## config.mk

```make
export PLATFORM = sky130hd
export DESIGN_NAME = alu_ctrl_mdu
export DESIGN_NICKNAME = d
export VERILOG_FILES = /design/src/rtl/alu_ctrl_pkg.sv /design/src/rtl/alu_ctrl_mdu_iter.sv /design/src/rtl/alu_ctrl_mdu.sv
export SDC_FILE = /design/constraint.sdc
export NUM_CORES = 1
export LEC_CHECK = 0
export ABC_AREA = 1
export CORE_AREA = 2 2 156 158
export DETAILED_ROUTE_END_ITERATION = 6
export DIE_AREA = 0 0 158 160
export PLACE_DENSITY = 0.85
export SETUP_SLACK_MARGIN = 0.2
export SLEW_MARGIN = 30
export SYNTH_ARGS = -nofsm -noshare
export SYNTH_HDL_FRONTEND = slang
export SYNTH_SLANG_ARGS = --single-unit
```

## constraint.sdc

```tcl
create_clock -name clk -period 4.5 [get_ports clk]
set_input_delay 0.9 -clock clk [delete_from_list [all_inputs] [get_ports clk]]
set_output_delay 0.9 -clock clk [all_outputs]
set_load 0.03 [all_outputs]
```

## src/rtl/alu_ctrl_pkg.sv

```systemverilog
// Shared definitions for the ALU decoder with iterative multiply/divide unit.
// The divider-related enum member exists only when ALU_CTRL_MDU_DIV_EN is defined.
package alu_ctrl_pkg;

    localparam logic [3:0] ALU_AND = 4'b0000;
    localparam logic [3:0] ALU_OR  = 4'b0001;
    localparam logic [3:0] ALU_ADD = 4'b0010;
    localparam logic [3:0] ALU_SUB = 4'b0110;
    localparam logic [3:0] ALU_SLT = 4'b0111;
    localparam logic [3:0] ALU_NOR = 4'b1100;

    localparam logic [1:0] ALUOP_ADD   = 2'b00;
    localparam logic [1:0] ALUOP_SUB   = 2'b01;
    localparam logic [1:0] ALUOP_RTYPE = 2'b10;

    localparam logic [5:0] F_ADD   = 6'b100000;
    localparam logic [5:0] F_SUB   = 6'b100010;
    localparam logic [5:0] F_AND   = 6'b100100;
    localparam logic [5:0] F_OR    = 6'b100101;
    localparam logic [5:0] F_NOR   = 6'b100111;
    localparam logic [5:0] F_SLT   = 6'b101010;
    localparam logic [5:0] F_MULT  = 6'b011000;
    localparam logic [5:0] F_MULTU = 6'b011001;
    localparam logic [5:0] F_DIV   = 6'b011010;
    localparam logic [5:0] F_DIVU  = 6'b011011;
    localparam logic [5:0] F_MFHI  = 6'b010000;
    localparam logic [5:0] F_MTHI  = 6'b010001;
    localparam logic [5:0] F_MFLO  = 6'b010010;
    localparam logic [5:0] F_MTLO  = 6'b010011;

`ifdef ALU_CTRL_MDU_DIV_EN
    typedef enum logic [1:0] {
        ST_IDLE = 2'b00,
        ST_MUL  = 2'b01,
        ST_DIV  = 2'b10,
        ST_FIX  = 2'b11
    } mdu_state_t;
`else
    typedef enum logic [1:0] {
        ST_IDLE = 2'b00,
        ST_MUL  = 2'b01,
        ST_FIX  = 2'b11
    } mdu_state_t;
`endif

    // True for the functs that launch a multi-cycle operation in this build.
    function automatic logic is_md_funct(input logic [5:0] f);
        logic hit;
        hit = (f == F_MULT) || (f == F_MULTU);
`ifdef ALU_CTRL_MDU_DIV_EN
        hit = hit || (f == F_DIV) || (f == F_DIVU);
`endif
        return hit;
    endfunction

endpackage

```

## src/rtl/alu_ctrl_mdu_iter.sv

```systemverilog
// Iterative datapath: shift-add multiplier and (with ALU_CTRL_MDU_DIV_EN) restoring
// divider sharing one 2*WIDTH accumulator, plus the final sign correction.
module mdu_iter
    import alu_ctrl_pkg::*;
#(
    parameter int WIDTH = 32,
    parameter int CNT_W = $clog2(WIDTH + 1)
) (
    input  logic             clk,
    input  logic             rst_n,
    input  logic             start,
    input  logic             op_div,
    input  logic             op_signed,
    input  logic             run,
    input  logic [WIDTH-1:0] rs_val,
    input  logic [WIDTH-1:0] rt_val,
    output logic             cnt_last,
    output logic [WIDTH-1:0] res_hi,
    output logic [WIDTH-1:0] res_lo
);

    logic [2*WIDTH-1:0] acc_r;
    logic [2*WIDTH-1:0] acc_next_s;
    logic [2*WIDTH-1:0] prod_s;
    logic [WIDTH-1:0]   b_r;
    logic [CNT_W-1:0]   cnt_r;
    logic               neg_q_r;
    logic [WIDTH-1:0]   rs_mag_s;
    logic [WIDTH-1:0]   rt_mag_s;
    logic [WIDTH-1:0]   acc_init_s;
    logic [WIDTH-1:0]   b_init_s;
    logic [WIDTH:0]     mul_sum_s;

`ifdef ALU_CTRL_MDU_DIV_EN
    logic               neg_r_r;
    logic               is_div_r;
    logic               dz_r;
    logic [WIDTH-1:0]   rs_raw_r;
    logic [WIDTH:0]     div_shift_s;
    logic               div_ge_s;
`else
    logic               unused_op_div_s;
    assign unused_op_div_s = op_div;
`endif

    // Operand magnitudes for signed ops and the accumulator/second-operand split.
    always_comb begin
        if (op_signed && rs_val[WIDTH-1]) begin
            rs_mag_s = -rs_val;
        end else begin
            rs_mag_s = rs_val;
        end
        if (op_signed && rt_val[WIDTH-1]) begin
            rt_mag_s = -rt_val;
        end else begin
            rt_mag_s = rt_val;
        end
`ifdef ALU_CTRL_MDU_DIV_EN
        if (op_div) begin
            acc_init_s = rs_mag_s;
            b_init_s   = rt_mag_s;
        end else begin
            acc_init_s = rt_mag_s;
            b_init_s   = rs_mag_s;
        end
`else
        acc_init_s = rt_mag_s;
        b_init_s   = rs_mag_s;
`endif
    end

    // One iteration: multiplier bit add-and-shift, or one restoring-division step.
    always_comb begin
        mul_sum_s = {1'b0, acc_r[2*WIDTH-1:WIDTH]}
                  + {1'b0, (acc_r[0] ? b_r : {WIDTH{1'b0}})};
`ifdef ALU_CTRL_MDU_DIV_EN
        div_shift_s = {acc_r[2*WIDTH-1:WIDTH], acc_r[WIDTH-1]};
        div_ge_s    = div_shift_s >= {1'b0, b_r};
        if (is_div_r && div_ge_s) begin
            acc_next_s = {div_shift_s[WIDTH-1:0] - b_r, acc_r[WIDTH-2:0], 1'b1};
        end else if (is_div_r) begin
            acc_next_s = {div_shift_s[WIDTH-1:0], acc_r[WIDTH-2:0], 1'b0};
        end else begin
            acc_next_s = {mul_sum_s, acc_r[WIDTH-1:1]};
        end
`else
        acc_next_s = {mul_sum_s, acc_r[WIDTH-1:1]};
`endif
    end

    // Operand latch on start, then one step per running cycle.
    always_ff @(posedge clk or negedge rst_n) begin
        if (!rst_n) begin
            acc_r    <= {(2*WIDTH){1'b0}};
            b_r      <= {WIDTH{1'b0}};
            cnt_r    <= {CNT_W{1'b0}};
            neg_q_r  <= 1'b0;
`ifdef ALU_CTRL_MDU_DIV_EN
            neg_r_r  <= 1'b0;
            is_div_r <= 1'b0;
            dz_r     <= 1'b0;
            rs_raw_r <= {WIDTH{1'b0}};
`endif
        end else if (start) begin
            acc_r    <= {{WIDTH{1'b0}}, acc_init_s};
            b_r      <= b_init_s;
            cnt_r    <= CNT_W'(WIDTH);
            neg_q_r  <= op_signed & (rs_val[WIDTH-1] ^ rt_val[WIDTH-1]);
`ifdef ALU_CTRL_MDU_DIV_EN
            neg_r_r  <= op_signed & rs_val[WIDTH-1];
            is_div_r <= op_div;
            dz_r     <= (rt_val == {WIDTH{1'b0}});
            rs_raw_r <= rs_val;
`endif
        end else if (run) begin
            acc_r <= acc_next_s;
            cnt_r <= cnt_r - CNT_W'(1);
        end
    end

    assign cnt_last = (cnt_r == CNT_W'(1));

    // Sign correction of the finished accumulator into HI/LO form.
    always_comb begin
        if (neg_q_r) begin
            prod_s = -acc_r;
        end else begin
            prod_s = acc_r;
        end
`ifdef ALU_CTRL_MDU_DIV_EN
        if (is_div_r && dz_r) begin
            res_lo = {WIDTH{1'b1}};
            res_hi = rs_raw_r;
        end else if (is_div_r) begin
            res_lo = neg_q_r ? -acc_r[WIDTH-1:0] : acc_r[WIDTH-1:0];
            res_hi = neg_r_r ? -acc_r[2*WIDTH-1:WIDTH] : acc_r[2*WIDTH-1:WIDTH];
        end else begin
            res_lo = prod_s[WIDTH-1:0];
            res_hi = prod_s[2*WIDTH-1:WIDTH];
        end
`else
        res_lo = prod_s[WIDTH-1:0];
        res_hi = prod_s[2*WIDTH-1:WIDTH];
`endif
    end

endmodule

```

## src/rtl/alu_ctrl_mdu.sv

```systemverilog
// ALU operation decoder plus iterative MDU control and HI/LO registers.
// Divide support is compiled in only when ALU_CTRL_MDU_DIV_EN is defined.
module alu_ctrl_mdu
    import alu_ctrl_pkg::*;
#(
    parameter int WIDTH = 32,
    parameter int CNT_W = $clog2(WIDTH + 1)
) (
    input  logic             clk,
    input  logic             rst_n,
    input  logic             valid,
    input  logic [1:0]       ALUOp,
    input  logic [5:0]       funct,
    input  logic [WIDTH-1:0] rs_val,
    input  logic [WIDTH-1:0] rt_val,
    output logic [3:0]       alu_control,
    output logic             hilo_wb,
    output logic [WIDTH-1:0] hilo_out,
    output logic             busy,
    output logic [WIDTH-1:0] hi,
    output logic [WIDTH-1:0] lo
);

    mdu_state_t       state_r;
    logic             busy_r;
    logic [WIDTH-1:0] hi_r;
    logic [WIDTH-1:0] lo_r;
    logic             rtype_s;
    logic             idle_s;
    logic             start_s;
    logic             op_div_s;
    logic             op_signed_s;
    logic             run_s;
    logic             mthi_s;
    logic             mtlo_s;
    logic             cnt_last_s;
    logic [WIDTH-1:0] res_hi_s;
    logic [WIDTH-1:0] res_lo_s;

    // ALUOp/funct decode to the ALU operation code.
    always_comb begin
        alu_control = ALU_AND;
        case (ALUOp)
            ALUOP_ADD: alu_control = ALU_ADD;
            ALUOP_SUB: alu_control = ALU_SUB;
            ALUOP_RTYPE: begin
                case (funct)
                    F_ADD:   alu_control = ALU_ADD;
                    F_SUB:   alu_control = ALU_SUB;
                    F_AND:   alu_control = ALU_AND;
                    F_OR:    alu_control = ALU_OR;
                    F_NOR:   alu_control = ALU_NOR;
                    F_SLT:   alu_control = ALU_SLT;
                    default: alu_control = ALU_AND;
                endcase
            end
            default: alu_control = ALU_AND;
        endcase
    end

    // Instruction qualification; MD launches and MT writes only happen while idle.
    always_comb begin
        rtype_s     = (ALUOp == ALUOP_RTYPE);
        idle_s      = (state_r == ST_IDLE);
        start_s     = valid & idle_s & rtype_s & is_md_funct(funct);
        op_div_s    = funct[1];
        op_signed_s = ~funct[0];
        mthi_s      = valid & idle_s & rtype_s & (funct == F_MTHI);
        mtlo_s      = valid & idle_s & rtype_s & (funct == F_MTLO);
`ifdef ALU_CTRL_MDU_DIV_EN
        run_s       = (state_r == ST_MUL) || (state_r == ST_DIV);
`else
        run_s       = (state_r == ST_MUL);
`endif
        hilo_wb     = rtype_s & ((funct == F_MFHI) || (funct == F_MFLO));
        if (rtype_s && (funct == F_MFHI)) begin
            hilo_out = hi_r;
        end else begin
            hilo_out = lo_r;
        end
    end

    mdu_iter #(
        .WIDTH (WIDTH),
        .CNT_W (CNT_W)
    ) u_iter (
        .clk       (clk),
        .rst_n     (rst_n),
        .start     (start_s),
        .op_div    (op_div_s),
        .op_signed (op_signed_s),
        .run       (run_s),
        .rs_val    (rs_val),
        .rt_val    (rt_val),
        .cnt_last  (cnt_last_s),
        .res_hi    (res_hi_s),
        .res_lo    (res_lo_s)
    );

    // MDU sequencing and HI/LO ownership; results land on the edge leaving FIX.
    always_ff @(posedge clk or negedge rst_n) begin
        if (!rst_n) begin
            state_r <= ST_IDLE;
            busy_r  <= 1'b0;
            hi_r    <= {WIDTH{1'b0}};
            lo_r    <= {WIDTH{1'b0}};
        end else begin
            case (state_r)
                ST_IDLE: begin
`ifdef ALU_CTRL_MDU_DIV_EN
                    if (start_s && op_div_s) begin
                        state_r <= ST_DIV;
                        busy_r  <= 1'b1;
                    end else if (start_s) begin
`else
                    if (start_s) begin
`endif
                        state_r <= ST_MUL;
                        busy_r  <= 1'b1;
                    end else if (mthi_s) begin
                        hi_r <= rs_val;
                    end else if (mtlo_s) begin
                        lo_r <= rs_val;
                    end
                end
                ST_MUL: begin
                    if (cnt_last_s) begin
                        state_r <= ST_FIX;
                    end
                end
`ifdef ALU_CTRL_MDU_DIV_EN
                ST_DIV: begin
                    if (cnt_last_s) begin
                        state_r <= ST_FIX;
                    end
                end
`endif
                ST_FIX: begin
                    hi_r    <= res_hi_s;
                    lo_r    <= res_lo_s;
                    state_r <= ST_IDLE;
                    busy_r  <= 1'b0;
                end
                default: begin
                    state_r <= ST_IDLE;
                    busy_r  <= 1'b0;
                end
            endcase
        end
    end

    assign busy = busy_r;
    assign hi   = hi_r;
    assign lo   = lo_r;

endmodule

```

==> metrics.md <==
| Metric | Value |
|---|---|
| CTS tree | yes |
| Clock Sinks | 170 |
| Startpoint types | primary input |
| DIE AREA | ~0.025 mm^2 |
| Max-slew violation count | 0 |
| Fin. Hold Viols | 0 |
| Final ANT Viol Nets | 0 |
| Clock period minus final worst setup slack | between 4 and 5 ns |
| Yosys Warn Count | 0 |
| Clk slew on worst S/H paths | about 0.080 ns |
| Worst skew pair latency | roughly 0.45 ns |
| Site Rows | 57 |
| Vias per cell | between 6 and 7 |
| Number of synthesized flops with an enable pin | 0 |
| FF+latch count, synth | 170 |
| DR iter-0 viols | ~2200 |
| Period utilization | 0.920 |
| Cell variety after synth | 49 |
| Post_cts resized | 0 |
| PortBufs | 176 |
| Crit Path Max Fanout | 28 |
| Initial Utilization | 0.588 |
| Setup violators final | 0 |
| Mapped Cells | roughly 2200 |
| HPWL after DPL | ~45000 um |
| DRC Markers | 0 |
| Inserted Clock Buffers | 17 |
| Synth Flop Type | dfrtp_1 |
| Diodes inserted | 0 |
| Total congestion overflow | 0 |
| Syn Area/Cell | around 6.3 um^2 |
| Worst stage delay on the critical path | approximately 0.60 ns |
| Die width | around 160 um |
| Clock Path Buffers | 2 |
| Area Overhead vs Synth | 18.2% |
| Chip height | 160 um |
| Slew margin rel. | 0.385 |
| Worst Clk Skew | around 0.019 ns |
| Max frequency | roughly 0.24 GHz |
| Share of post-route cells with drive strength above 1 | 0.0619 |
| Finished layout cell area | ~0.017 mm^2 |
| Worst Path Arrival | around 3.2 ns |
| Total Neg Setup Slack | 0 ns |
| Routed Wire Length | just under 60000 um |
| Worst-Margin Slew | 0.922 ns |
| Sequential share of the synthesized area | 0.304 |
| Num ports | between 150 and 200 |
| Async SR Flop Fraction | 1.00 |
| Worst Hold Class | primary input to async pin |
| Crit path max-delay cell type | clkdlybuf4s50_1 |
| RSZ-0062 raised after global routing | false |
| # Post-CTS Setup Buffers | 0 |
| GRT Total Usage | 0.459 |
| CP required | about 3.6 ns |
| H-tree depth | 4 |
| CORE AREA | about 0.024 mm^2 |
| Placed cell area | 0.0159 mm^2 |
| Pin count of the biggest net entering global routing | 73 |
| Initial antenna violation count | 5 |
| Syn nets | approximately 2400 |
| Worst path cell trace | clkdlybuf4s50_1 > inv_1 > nand2_1 > inv_1 > and3_1 > nand2_2 > buf_12 > mux2_2 > clkdlybuf4s50_1 |
| NumNets Final | 2493 |
| Status | completed |
| Routed WL per cell | 21.3 um |
| Crit. End Element | output port |
| Clock Tree Root | clkbuf_16 |
| Global-route wire length before repair | between 80000 and 90000 um |
| Vias in the first global route | around 16000 |
| DR vias | 16600 |
| Critical path class | primary input to output port |
| Mapped Area | 0.0140 mm^2 |
| CTS Hold Bufs | 0 |
| DRT Pass-1 Iters | 7 |
| MaxCap Viol Count | 0 |
| Final RePlAce weighted congestion | slightly above 1 |
-- metal layers --
| metal | vias up | global-route usage | share of wire |
|---|---|---|---|
| met5 | - | 0 | 0.00073 |
| met4 | 6 | 0.320 | 0.089 |
| met3 | 330 | 0.136 | 0.11 |
| met2 | 1127 | 0.709 | 0.44 |
| met1 | 7616 | 0.544 | 0.36 |
| li1 | 7540 | - | - |
-- synth_stat cells (all sizes together), types with 2 or more instances --
library cell  number  share of area
and2               3         0.0013
o22ai             19         0.0085
or2                3         0.0013
o211ai             7         0.0038
buf               43          0.018
inv              286          0.077
o31ai              2         0.0011
xnor2              5         0.0031
o32ai              2         0.0013
nor2             365           0.10
nor3              22         0.0086
nor4               2        0.00089
a21oi            123          0.044
mux2              22          0.018
o221ai            13         0.0081
a22oi              7         0.0038
o21ai            146          0.054
nand4             21         0.0094
a21boi             2         0.0011
nand3            219          0.080
xor2              22          0.014
nand2            616           0.17
clkbuf            28         0.0075
ha                40          0.036
o21bai            10         0.0056
nand3b             8         0.0043
dfrtp            170           0.30
a31oi             25          0.011
-- final timing paths --
check,startpoint,endpoint,slack [ns],cells past startpoint
min in group clk,u_iter.b_r[6],u_iter.b_r[6],0.49,2
worst min register to register,u_iter.b_r[6],u_iter.b_r[6],0.49,2
worst max-delay path,ALUOp[0],hilo_out[23],0.36,9
max in group asynchronous,rst_n,lo[15],3.14,2
worst max register to register,u_iter.acc_r[0],hi[14],1.53,12
worst min-delay path,rst_n,u_iter.acc_r[60],0.46,1
-- critical path: cells and delay by family --
family / cells / cell delay (ns)
buffers and inverters: 5 / 1.42
AND/OR/NAND/NOR: 3 / 0.54
multiplexers: 1 / 0.36
-- sequential cells by signal (all words and copies together), names as in the netlist --
name and cells:
u_iter.cnt_r 6, u_iter.neg_q_r 1, u_iter.acc_r 64, state_r 2, busy 1, lo 32, u_iter.b_r 32, hi 32
-- cell families after synthesis --
| group | count (synthesis) | share of synthesized area |
|---|---|---|
| buffers and inverters | 357 | 0.102 |
| DFF | 170 | 0.304 |
| AOI/OAI and AO/OA | 359 | 0.145 |
| adders and majority gates | 41 | 0.0372 |
| xor gates and xnor gates | 27 | 0.0169 |
| and+or+nand+nor | 1261 | 0.378 |
| muxes | 22 | 0.0177 |
-- layout make-up --
class                      count  area, um^2
clock buffer                  18         439
clock inverter                14         176
fill                        2095        7270
inverter                     286        1070
multi-input combinational   1710        8330
sequential                   170        4260
tap                          324         405
timing repair buffer         192        1880
-- metrics by stage --
stage	utilization	cells	worst slack (ns)	hold slack (ns)
after detailed placement	0.669	2682	0.377	0.470
after CTS	0.695	2714	0.376	0.490
final	0.695	2714	0.362	0.463
after floorplan	-	2237	1.04	0.449
after global routing	0.695	2714	0.275	0.513
after global placement	0.669	2682	0.410	0.466
-- cell usage in the layout, fill, tap and decap left out, drive strengths merged, types with 3 or more instances in the layout --
cell	n
buf	30
o21ai	146
a21oi	123
xor2	22
nor3	22
xnor2	5
o22ai	19
clkinvlp	3
nand4	21
and2	3
o211ai	7
nand2	616
o21bai	10
a22oi	7
or2	3
nor2	365
clkdlybuf4s50	162
ha	40
nand3b	8
a31oi	25
inv	294
mux2	22
clkbuf	18
dfrtp	170
o221ai	13
nand3	219
Power is not shown: default switching activity piles up to over one toggle a cycle in this logic, so the estimate is an artifact.
